===== src/rtl/qlm_mult_pipe.sv =====
// Pipelined quantised-log (Mitchell) approximate multiplier with valid/ready stall-on-backpressure.
// Build option: define QLM_SIGNED_EN for two's-complement operands and product.
module qlm_mult_pipe #(
   parameter int unsigned W      = 16,
   parameter int unsigned Q      = 8,
   parameter int unsigned STAGES = 3
) (
   input  logic            clk,
   input  logic            rst_n,
   input  logic            in_valid,
   output logic            in_ready,
   input  logic [W-1:0]    x,
   input  logic [W-1:0]    y,
   output logic            out_valid,
   input  logic            out_ready,
   output logic [2*W-1:0]  p
);

   localparam int unsigned PW = 2 * W;
   localparam int unsigned KW = $clog2(2 * W);

   logic          adv;
   logic [W-1:0]  mag_x;
   logic [W-1:0]  mag_y;
   logic          neg_c;
   logic [KW-1:0] kx_c;
   logic [KW-1:0] ky_c;

   // Every stage moves together whenever the output slot is free or being consumed.
   assign adv      = !out_valid || out_ready;
   assign in_ready = adv;

`ifdef QLM_SIGNED_EN
   assign mag_x = x[W-1] ? W'(~x + W'(1)) : x;
   assign mag_y = y[W-1] ? W'(~y + W'(1)) : y;
   assign neg_c = x[W-1] ^ y[W-1];
`else
   assign mag_x = x;
   assign mag_y = y;
   assign neg_c = 1'b0;
`endif

   function automatic logic [KW-1:0] lead_one(input logic [W-1:0] v);
      lead_one = '0;
      for (int i = 0; i < int'(W); i++)
         if (v[i]) lead_one = KW'(i);
   endfunction

   // Left-align the bits below the leading one and keep the top Q of them.
   function automatic logic [Q-1:0] frac(input logic [W-1:0] v, input logic [KW-1:0] k);
      logic [W-1:0] n;
      n = v << (KW'(W - 1) - k);
      return n[W-2 -: Q];
   endfunction

   function automatic logic [PW-1:0] scale(input logic [Q:0] m, input logic [KW-1:0] e,
                                           input logic z, input logic n);
      logic [PW+Q-1:0] w;
      logic [PW-1:0]   r;
      w = (PW+Q)'(m) << e;
      r = w[PW+Q-1:Q];
      if (z)
         r = '0;
      else if (n)
         r = PW'(~r + PW'(1));
      return r;
   endfunction

   assign kx_c = lead_one(mag_x);
   assign ky_c = lead_one(mag_y);

   // Stage 1: leading-one detect and fraction extract.
   logic          v1;
   logic          z1;
   logic          n1;
   logic [KW-1:0] ksum1;
   logic [Q-1:0]  fx1;
   logic [Q-1:0]  fy1;

   always_ff @(posedge clk or negedge rst_n) begin
      if (!rst_n) begin
         v1    <= 1'b0;
         z1    <= 1'b0;
         n1    <= 1'b0;
         ksum1 <= '0;
         fx1   <= '0;
         fy1   <= '0;
      end else if (adv) begin
         v1    <= in_valid;
         z1    <= (mag_x == '0) || (mag_y == '0);
         n1    <= neg_c;
         ksum1 <= kx_c + ky_c;
         fx1   <= frac(mag_x, kx_c);
         fy1   <= frac(mag_y, ky_c);
      end
   end

   // Fraction sum; a carry out means the mantissa already includes the implicit one.
   logic [Q:0]    s_c;
   logic [Q:0]    m_c;
   logic [KW-1:0] e_c;

   assign s_c = {1'b0, fx1} + {1'b0, fy1};
   assign m_c = s_c[Q] ? s_c : {1'b1, s_c[Q-1:0]};
   assign e_c = ksum1 + KW'(s_c[Q]);

   logic          v_q;
   logic [PW-1:0] p_q;

   generate
      if (STAGES == 2) begin : g_two
         always_ff @(posedge clk or negedge rst_n) begin
            if (!rst_n) begin
               v_q <= 1'b0;
               p_q <= '0;
            end else if (adv) begin
               v_q <= v1;
               p_q <= scale(m_c, e_c, z1, n1);
            end
         end
      end else begin : g_deep
         localparam int unsigned NR = STAGES - 2;
         logic          v2;
         logic          z2;
         logic          n2;
         logic [Q:0]    m2;
         logic [KW-1:0] e2;
         logic          vr [NR];
         logic [PW-1:0] pr [NR];

         always_ff @(posedge clk or negedge rst_n) begin
            if (!rst_n) begin
               v2 <= 1'b0;
               z2 <= 1'b0;
               n2 <= 1'b0;
               m2 <= '0;
               e2 <= '0;
            end else if (adv) begin
               v2 <= v1;
               z2 <= z1;
               n2 <= n1;
               m2 <= m_c;
               e2 <= e_c;
            end
         end

         // Shift stage followed by any extra delay registers ahead of the output.
         always_ff @(posedge clk or negedge rst_n) begin
            if (!rst_n) begin
               for (int i = 0; i < int'(NR); i++) begin
                  vr[i] <= 1'b0;
                  pr[i] <= '0;
               end
            end else if (adv) begin
               vr[0] <= v2;
               pr[0] <= scale(m2, e2, z2, n2);
               for (int i = 1; i < int'(NR); i++) begin
                  vr[i] <= vr[i-1];
                  pr[i] <= pr[i-1];
               end
            end
         end

         assign v_q = vr[NR-1];
         assign p_q = pr[NR-1];
      end
   endgenerate

   assign out_valid = v_q;
   assign p         = p_q;

endmodule

===== config.mk =====
export PLATFORM = sky130hd
export DESIGN_NAME = qlm_mult_pipe
export DESIGN_NICKNAME = d
export VERILOG_FILES = /design/src/rtl/qlm_mult_pipe.sv
export SDC_FILE = /design/constraint.sdc
export NUM_CORES = 1
export LEC_CHECK = 0
export BUFFER_PORTS_ARGS = -buffer_cell sky130_fd_sc_hd__buf_4
export CAP_MARGIN = 20
export CORE_ASPECT_RATIO = 0.75
export CORE_MARGIN = 4
export CORE_UTILIZATION = 51
export CTS_CLUSTER_DIAMETER = 80
export CTS_CLUSTER_SIZE = 30
export DETAILED_ROUTE_END_ITERATION = 16
export HOLD_SLACK_MARGIN = 0.1
export PLACE_DENSITY_LB_ADDON = 0.1
export SLEW_MARGIN = 20
export SYNTH_ARGS = -nofsm -noshare
export SYNTH_HDL_FRONTEND = slang
export SYNTH_SLANG_ARGS = --single-unit
export TNS_END_PERCENT = 5

===== constraint.sdc =====
create_clock -name clk -period 8 [get_ports clk]
set_input_delay 2 -clock clk [delete_from_list [all_inputs] [get_ports clk]]
set_output_delay 2 -clock clk [all_outputs]
set_load 0.02 [all_outputs]

==> results of run 1 <==
==> logic make-up (layout without fill, tap and decap cells) <==
group / after synthesis / in the layout / share of synthesized area [%]
AOI/OAI and AO/OA: 174 / 174 / 24.7
DFF: 72 / 72 / 36.4
xor gates and xnor gates: 10 / 10 / 1.77
adders and majority gates: 16 / 16 / 4.35
buffers and inverters: 52 / 113 / 4.25
muxes: 45 / 45 / 9.28
and+or+nand+nor: 209 / 209 / 19.3
==> per-layer routing <==
| metal | wire length (µm) | GRT usage (%) |
|---|---|---|
| met1 | 6440 | 37.9 |
| met2 | 5700 | 33.8 |
| met3 | 1040 | 6.95 |
| met4 | 98 | 5.04 |
| met5 | 0 | 0 |
==> power by group through the flow <==
stage               Clock [mW]  Sequential, mW  Combinational [mW]
floorplan                    0           0.618               0.571
global placement             0           0.617               0.838
detailed placement           0           0.622               0.854
CTS                      0.452           0.618               0.859
global route             0.470           0.639               0.960
finish                   0.447           0.620               0.863
==> synth_stat cells, drive strengths merged, types with 2 or more instances <==
| cell | instances |
|---|---|
| xor2 | 8 |
| a2bb2oi | 2 |
| o221ai | 3 |
| nor3 | 8 |
| o211ai | 2 |
| clkbuf | 21 |
| a21boi | 3 |
| o21ai | 47 |
| o31ai | 7 |
| nand2 | 87 |
| o311a | 2 |
| a22oi | 6 |
| inv | 22 |
| a21o | 6 |
| and2 | 2 |
| nor2b | 10 |
| o22ai | 10 |
| nor4b | 2 |
| a221o | 10 |
| a221oi | 3 |
| a31oi | 5 |
| ha | 14 |
| and3 | 2 |
| a22o | 17 |
| or3 | 3 |
| o21a | 2 |
| a211oi | 6 |
| a211o | 2 |
| a21oi | 29 |
| xnor2 | 2 |
| mux2i | 38 |
| nand3 | 13 |
| mux2 | 7 |
| nor4 | 12 |
| nor2 | 55 |
| buf | 8 |
| dfrtp | 72 |
| nand2b | 12 |
| a311oi | 2 |
| fa | 2 |
==> state kept, by name (all words and copies together), names as in the netlist <==
| signal | count |
|---|---|
| g_deep.z2 | 1 |
| ksum1 | 5 |
| fx1 | 8 |
| p | 32 |
| g_deep.m2 | 9 |
| fy1 | 8 |
| z1 | 1 |
| v1 | 1 |
| g_deep.e2 | 5 |
| g_deep.v2 | 1 |
| out_valid | 1 |
==> worst register-to-register path: cells and delay by family (launching register included) <==
kind                     cells  cell delay (ps)
AO/OA/AOI/OAI                6              940
XOR/XNOR                     1              170
adder cells (fa/ha/maj)      4              810
buffers and inverters        1               70
flip-flops                   1              410
AND/OR/NAND/NOR              3              270
==> layout make-up <==
| type | instances | area, µm² | area share [%] |
|---|---|---|---|
| clock buffer | 14 | 274 | 4.65 |
| clock inverter | 2 | 60.1 | 1.02 |
| inverter | 23 | 88.8 | 1.51 |
| multi-input combinational | 454 | 2950 | 50.1 |
| sequential | 72 | 1800 | 30.6 |
| tap | 128 | 160 | 2.72 |
| timing repair buffer | 74 | 556 | 9.43 |
==> worst min-delay path by stage <==
stage                          from         to  depth (start not counted)
after floorplan           g_deep.v2  g_deep.v2                          2
after global placement    g_deep.v2  out_valid                          1
after detailed placement         z1  g_deep.z2                          2
after CTS                        z1  g_deep.z2                          2
after global routing          p[25]      p[25]                          2
final                            z1  g_deep.z2                          2
==> flow_results.xml, run 1 <==
<?xml version="1.0" encoding="UTF-8"?>
<metrics>
  <group name="clocking">
    <metric name="worst_skew_pair.late_latency" unit="ps">340</metric>
    <metric name="clk_root_buffer_cell" unit="">sky130_fd_sc_hd__clkbuf_16</metric>
    <metric name="ctsLongestPathBuffers" unit="">2</metric>
    <metric name="postCtsHoldBufs" unit="">0</metric>
    <metric name="tritoncts_clock_tree" unit="">yes</metric>
    <metric name="cts_sinks" unit="">72</metric>
    <metric name="cts.clk_slew.worst_paths" unit="ps">50</metric>
    <metric name="cts-htree-levels" unit="">3</metric>
    <metric name="cts-buffers-inserted" unit="">9</metric>
    <metric name="post_cts.resized_instances" unit="">0</metric>
    <metric name="postCtsSetupBuffers" unit="">0</metric>
  </group>
  <group name="sta">
    <metric name="final_number_of_max_transition_violations" unit="">0</metric>
    <metric name="post-route-worst-setup-slack" unit="ps">2920</metric>
    <metric name="clock_skew" unit="ps">6.67</metric>
    <metric name="fmax" unit="MHz">197</metric>
    <metric name="fin_setup_tns" unit="ps">0</metric>
    <metric name="finalWorstPathRequiredPeriod" unit="ps">5080</metric>
    <metric name="rsz0062_at_grt" unit="">false</metric>
    <metric name="tightest_slew" unit="ps">1080</metric>
    <metric name="hold_viol_final" unit="">0</metric>
    <metric name="timing.final.setup_violations" unit="">0</metric>
    <metric name="worst_hold_slack" unit="ps">468</metric>
    <metric name="finalCritPeriodShare" unit="%">63.5</metric>
    <metric name="timing.max_slew.rel_slack" unit="%">27.1</metric>
  </group>
  <group name="setup_path">
    <metric name="rr_worst_depth" unit="">15</metric>
    <metric name="cp_num_buf_inv" unit="">3</metric>
    <metric name="cell_repeated_most_along_the_worst_path" unit="">sky130_fd_sc_hd__buf_4</metric>
    <metric name="slowest_stage" unit="">sky130_fd_sc_hd__nor2b_4</metric>
    <metric name="crit_path_max_fo" unit="">30</metric>
    <metric name="critical_path_sink" unit="">in_ready</metric>
    <metric name="critical_path.endpoint_type" unit="">output port</metric>
    <metric name="crit_start" unit="">out_ready</metric>
    <metric name="cp.required" unit="ps">6000</metric>
    <metric name="critical_path_cell_count" unit="">4</metric>
    <metric name="timing.critical_path.slowest_cell_delay" unit="ps">550</metric>
    <metric name="arrival" unit="ps">3080</metric>
    <metric name="startpoint_type" unit="">input port</metric>
    <metric name="r2r_slack" unit="ps">5190</metric>
    <metric name="worst_r2r_src" unit="">fy1[0]</metric>
    <metric name="timing.critical_path.cells" unit="">buf_4 &gt; nor2b_4 &gt; clkinv_1 &gt; buf_4</metric>
    <metric name="r2r-end" unit="">g_deep.e2[4]</metric>
    <metric name="timing_worst_setup_path_type" unit="">in -&gt; out</metric>
    <metric name="cpLargestDelayFamily" unit="">simple AND/OR/NAND/NOR gates</metric>
  </group>
  <group name="drt">
    <metric name="detail_route.vias_per_cell" unit="">6.03</metric>
    <metric name="postRouteWirelength" unit="µm">13300</metric>
    <metric name="residual_drc" unit="">0</metric>
    <metric name="detail_route.wl_per_cell" unit="µm">17.3</metric>
    <metric name="first_pass_iteration_count_of_the_detailed_router" unit="">5</metric>
    <metric name="vias" unit="">4622</metric>
    <metric name="ant_nets" unit="">0</metric>
    <metric name="drt-initial-drc-count" unit="">473</metric>
  </group>
  <group name="global_route">
    <metric name="groute.usage.overall" unit="%">24.5</metric>
    <metric name="first_pass_grt_wire_length" unit="µm">22200</metric>
    <metric name="antenna_found_initial" unit="">0</metric>
    <metric name="grt_start_max_net_pins" unit="">73</metric>
    <metric name="gr-total-overflow" unit="">0</metric>
    <metric name="first_global_vias" unit="">4424</metric>
  </group>
  <group name="floorplanning">
    <metric name="die_area" unit="µm²">11400</metric>
    <metric name="start_util" unit="%">53.6</metric>
    <metric name="fp.dieW" unit="µm">122</metric>
    <metric name="placement_rows" unit="">30</metric>
    <metric name="placeableCoreArea" unit="µm²">9230</metric>
    <metric name="die_height" unit="µm">93.3</metric>
    <metric name="io_pins" unit="">70</metric>
  </group>
  <group name="final_layout">
    <metric name="fin_util" unit="%">63.8</metric>
    <metric name="number_of_filler_instances_in_the_final_layout" unit="">821</metric>
    <metric name="layout-drive-gt1-share" unit="%">17.7</metric>
    <metric name="antenna_cells_inserted" unit="">0</metric>
    <metric name="final_net_count" unit="">686</metric>
    <metric name="layout_common_cells" unit="">sky130_fd_sc_hd__nand2_1 (86), sky130_fd_sc_hd__buf_4 (74), sky130_fd_sc_hd__dfrtp_1 (72)</metric>
    <metric name="p_r_area_growth_vs_syn" unit="%">19.0</metric>
    <metric name="post_layout_nonfiller_instances" unit="">767</metric>
    <metric name="layout_commonest_cell" unit="">sky130_fd_sc_hd__nand2_1</metric>
    <metric name="design_area" unit="µm²">5890</metric>
  </group>
  <group name="place">
    <metric name="placed_cell_areas" unit="µm²">5550</metric>
    <metric name="gp_congestion" unit="">0.939</metric>
    <metric name="dp.final_hpwl" unit="µm">9850</metric>
    <metric name="dpl.cell_count" unit="">751</metric>
    <metric name="portBuffers" unit="">69</metric>
    <metric name="dp_worst_setup_slack" unit="ps">2950</metric>
  </group>
  <group name="logic_synthesis">
    <metric name="dominant_cells_by_area_after_synthesis" unit="">sky130_fd_sc_hd__dfrtp_1 (36%), sky130_fd_sc_hd__mux2i_1 (7.7%), sky130_fd_sc_hd__nand2_1 (6.5%), sky130_fd_sc_hd__o21ai_0 (4.4%), sky130_fd_sc_hd__nor2_1 (4.2%)</metric>
    <metric name="synth.cell_area" unit="µm²">4950</metric>
    <metric name="postSynthCellCount" unit="">578</metric>
    <metric name="yosys_warnings" unit="">0</metric>
    <metric name="ys_ff_latch" unit="">72</metric>
    <metric name="synth_sequential_area_ratio" unit="%">36.4</metric>
    <metric name="number_of_synthesized_flops_with_an_enable_pin" unit="">0</metric>
    <metric name="yosys.area.top_type_share" unit="%">36.4</metric>
    <metric name="synth_area_per_cell" unit="µm²">8.56</metric>
    <metric name="ys_async_sr_fraction" unit="%">100</metric>
    <metric name="synth_cell_type_count" unit="">67</metric>
    <metric name="synthesis.nets" unit="">630</metric>
    <metric name="yosys_most_used_dff" unit="">sky130_fd_sc_hd__dfrtp_1</metric>
    <metric name="post-synth-top-area-cell" unit="">sky130_fd_sc_hd__dfrtp_1</metric>
  </group>
  <group name="power">
    <metric name="power_switching_share" unit="%">40.7</metric>
    <metric name="cellPowerDensity" unit="nW/µm²">328</metric>
    <metric name="power.internal" unit="mW">1.14</metric>
    <metric name="pwr-share-clk" unit="%">23.2</metric>
    <metric name="finalPower" unit="mW">1.93</metric>
    <metric name="switching_power" unit="mW">0.785</metric>
    <metric name="share_seq_of_total_power" unit="%">32.1</metric>
    <metric name="power.leakage" unit="nW">2.74</metric>
    <metric name="ir_worst_vdd" unit="V">0.000163</metric>
    <metric name="p_comb_share" unit="%">44.7</metric>
  </group>
  <group name="outcome">
    <metric name="status" unit="">finished clean</metric>
  </group>
  <group name="worst_hold_path">
    <metric name="worst_hold_path_type" unit="">reg -&gt; reg</metric>
  </group>
  <group name="run">
    <metric name="max-cap-violations" unit="">0</metric>
  </group>
</metrics>
(Power assumes the default switching activity.)
==> run 2, diff against run 1 <==
==> constraint.sdc (replaced) <==
create_clock -name clk -period 4.6 [get_ports clk]
set_input_delay 1.15 -clock clk [delete_from_list [all_inputs] [get_ports clk]]
set_output_delay 1.15 -clock clk [all_outputs]
set_load 0.02 [all_outputs]
==> run 2 against run 1 <==
Effect of this change:
- critical endpoint unchanged
- cell area is 0.62% higher
- highest routed layer unchanged
- flip-flop and latch count stayed put
- sequential share of layout area is 0.19 points lower
- largest cell class unchanged
- count of clock-buffer cells in the layout is 3 lower
- clock power is 79% higher
==> flow_results.xml, run 2 (synthesis results as in run 1) <==
<?xml version="1.0" encoding="UTF-8"?>
<metrics>
  <group name="drt">
    <metric name="detail_route.wl_per_cell" unit="µm">17.2</metric>
    <metric name="ant_nets" unit="">0</metric>
    <metric name="vias" unit="">4655</metric>
    <metric name="detail_route.vias_per_cell" unit="">6.04</metric>
    <metric name="residual_drc" unit="">0</metric>
    <metric name="drt-initial-drc-count" unit="">491</metric>
    <metric name="first_pass_iteration_count_of_the_detailed_router" unit="">6</metric>
    <metric name="postRouteWirelength" unit="µm">13300</metric>
  </group>
  <group name="clocking">
    <metric name="postCtsSetupBuffers" unit="">0</metric>
    <metric name="ctsLongestPathBuffers" unit="">2</metric>
    <metric name="cts-buffers-inserted" unit="">9</metric>
    <metric name="clk_root_buffer_cell" unit="">sky130_fd_sc_hd__clkbuf_16</metric>
    <metric name="worst_skew_pair.late_latency" unit="ps">330</metric>
    <metric name="post_cts.resized_instances" unit="">0</metric>
    <metric name="cts_sinks" unit="">72</metric>
    <metric name="cts.clk_slew.worst_paths" unit="ps">60</metric>
    <metric name="postCtsHoldBufs" unit="">0</metric>
    <metric name="cts-htree-levels" unit="">3</metric>
    <metric name="tritoncts_clock_tree" unit="">yes</metric>
  </group>
  <group name="global_route">
    <metric name="gr-total-overflow" unit="">0</metric>
    <metric name="grt_start_max_net_pins" unit="">73</metric>
    <metric name="antenna_found_initial" unit="">0</metric>
    <metric name="first_global_vias" unit="">4253</metric>
    <metric name="groute.usage.overall" unit="%">24.0</metric>
    <metric name="first_pass_grt_wire_length" unit="µm">21700</metric>
  </group>
  <group name="sta">
    <metric name="timing.max_slew.rel_slack" unit="%">41.6</metric>
    <metric name="finalCritPeriodShare" unit="%">72.8</metric>
    <metric name="fmax" unit="MHz">299</metric>
    <metric name="worst_hold_slack" unit="ps">461</metric>
    <metric name="clock_skew" unit="ps">5.98</metric>
    <metric name="finalWorstPathRequiredPeriod" unit="ps">3350</metric>
    <metric name="final_number_of_max_transition_violations" unit="">0</metric>
    <metric name="timing.final.setup_violations" unit="">0</metric>
    <metric name="fin_setup_tns" unit="ps">0</metric>
    <metric name="rsz0062_at_grt" unit="">false</metric>
    <metric name="tightest_slew" unit="ps">876</metric>
    <metric name="hold_viol_final" unit="">0</metric>
  </group>
  <group name="power">
    <metric name="power.leakage" unit="nW">2.76</metric>
    <metric name="switching_power" unit="mW">1.37</metric>
    <metric name="power.internal" unit="mW">2.02</metric>
    <metric name="power_switching_share" unit="%">40.4</metric>
    <metric name="p_comb_share" unit="%">44.4</metric>
    <metric name="ir_worst_vdd" unit="V">0.000368</metric>
    <metric name="pwr-share-clk" unit="%">23.7</metric>
    <metric name="share_seq_of_total_power" unit="%">31.9</metric>
    <metric name="cellPowerDensity" unit="nW/µm²">571</metric>
  </group>
  <group name="setup_path">
    <metric name="critical_path.endpoint_type" unit="">output port</metric>
    <metric name="cp.required" unit="ps">3450</metric>
    <metric name="slowest_stage" unit="">sky130_fd_sc_hd__nor2b_4</metric>
    <metric name="r2r_slack" unit="ps">1680</metric>
    <metric name="crit_path_max_fo" unit="">36</metric>
    <metric name="arrival" unit="ps">2200</metric>
    <metric name="timing.critical_path.cells" unit="">buf_4 &gt; nor2b_4 &gt; clkinv_1 &gt; buf_4 &gt; buf_4</metric>
    <metric name="r2r-end" unit="">g_deep.e2[4]</metric>
    <metric name="startpoint_type" unit="">input port</metric>
    <metric name="cpLargestDelayFamily" unit="">buffers and inverters</metric>
    <metric name="timing_worst_setup_path_type" unit="">in -&gt; out</metric>
    <metric name="worst_r2r_src" unit="">fy1[0]</metric>
    <metric name="cp_num_buf_inv" unit="">4</metric>
    <metric name="timing.critical_path.slowest_cell_delay" unit="ps">340</metric>
    <metric name="cell_repeated_most_along_the_worst_path" unit="">sky130_fd_sc_hd__buf_4</metric>
    <metric name="rr_worst_depth" unit="">15</metric>
  </group>
  <group name="floorplanning">
    <metric name="die_height" unit="µm">93.3</metric>
    <metric name="fp.dieW" unit="µm">122</metric>
    <metric name="io_pins" unit="">70</metric>
    <metric name="start_util" unit="%">53.6</metric>
    <metric name="placeableCoreArea" unit="µm²">9230</metric>
    <metric name="die_area" unit="µm²">11400</metric>
    <metric name="placement_rows" unit="">30</metric>
  </group>
  <group name="worst_hold_path">
    <metric name="hold_endpoint" unit="">g_deep.v2</metric>
    <metric name="worstHoldPathCells" unit="">2</metric>
    <metric name="worst_hold_path_type" unit="">reg -&gt; reg</metric>
    <metric name="timing.hold.worst.start" unit="">g_deep.v2</metric>
  </group>
  <group name="outcome">
    <metric name="status" unit="">finished clean</metric>
  </group>
  <group name="place">
    <metric name="dp.final_hpwl" unit="µm">9870</metric>
    <metric name="gp_congestion" unit="">0.963</metric>
    <metric name="placed_cell_areas" unit="µm²">5580</metric>
    <metric name="portBuffers" unit="">69</metric>
  </group>
  <group name="final_layout">
    <metric name="layout_commonest_cell" unit="">sky130_fd_sc_hd__nand2_1</metric>
    <metric name="p_r_area_growth_vs_syn" unit="%">19.8</metric>
    <metric name="antenna_cells_inserted" unit="">0</metric>
    <metric name="layout_common_cells" unit="">sky130_fd_sc_hd__nand2_1 (86), sky130_fd_sc_hd__buf_4 (78), sky130_fd_sc_hd__dfrtp_1 (72)</metric>
    <metric name="layout-drive-gt1-share" unit="%">18.2</metric>
    <metric name="largest_reg_flops" unit="">32</metric>
    <metric name="design_area" unit="µm²">5930</metric>
    <metric name="final_net_count" unit="">690</metric>
  </group>
  <group name="run">
    <metric name="max-cap-violations" unit="">0</metric>
  </group>
</metrics>
[run 2: area by class of cell]
class	instances	area, µm²
inverter	23	88.8
tap	128	160
fill	792	3310
clock inverter	5	104
multi-input combinational	454	2950
timing repair buffer	78	586
sequential	72	1800
clock buffer	11	243
[run 2: how the worst max path moves through the flow]
stage | start | endpoint | slack (ps) | cells past startpoint
after floorplan | x[13] | ksum1[3] | 1460 | 9
after global placement | out_ready | in_ready | 1260 | 5
after detailed placement | y[3] | ksum1[3] | 1250 | 11
after CTS | out_ready | in_ready | 1260 | 5
after global routing | out_ready | in_ready | 1140 | 5
final | out_ready | in_ready | 1250 | 5
[run 2: metal layers]
layer / GRT usage, % / share of wire, % / wire length (µm) / vias up
met2: 33.7 / 42 / 5570 / 171
met3: 4.72 / 7.2 / 953 / 11
met5: 0 / 0 / 0 / -
met4: 4.76 / 0.69 / 91 / 0
li1: - / - / - / 2240
met1: 38.0 / 50 / 6650 / 2233
[run 2: power by group through the flow]
| stage | combinational, mW | clock, mW | sequential (mW) |
|---|---|---|---|
| final | 1.50 | 0.801 | 1.08 |
| after global routing | 1.66 | 0.843 | 1.11 |
| after CTS | 1.49 | 0.813 | 1.08 |
| after detailed placement | 1.48 | 0 | 1.08 |
| after global placement | 1.46 | 0 | 1.08 |
| after floorplan | 0.992 | 0 | 1.07 |
[run 2: worst register-to-register path: stages (launching register included)]
cell	delay, ps
sky130_fd_sc_hd__dfrtp_1	400
sky130_fd_sc_hd__ha_1	190
sky130_fd_sc_hd__inv_1	50
sky130_fd_sc_hd__fa_1	390
sky130_fd_sc_hd__nor2b_1	130
sky130_fd_sc_hd__o21ai_0	110
sky130_fd_sc_hd__a21boi_0	280
sky130_fd_sc_hd__o21ai_0	120
sky130_fd_sc_hd__nand2b_1	130
sky130_fd_sc_hd__a21o_1	130
sky130_fd_sc_hd__a21o_1	120
sky130_fd_sc_hd__ha_1	180
sky130_fd_sc_hd__ha_1	190
sky130_fd_sc_hd__nand3_1	100
sky130_fd_sc_hd__xor2_1	170
sky130_fd_sc_hd__o21ai_0	90
[run 2: per-stage QoR]
stage	util [%]	total power [mW]	instances	setup slack [ps]
detailed placement	60.4	2.56	755	1250
CTS	64.2	3.38	771	1260
global placement	60.4	2.53	755	1260
floorplan	-	2.07	578	1460
global route	64.2	3.62	771	1140
finish	64.2	3.38	771	1250
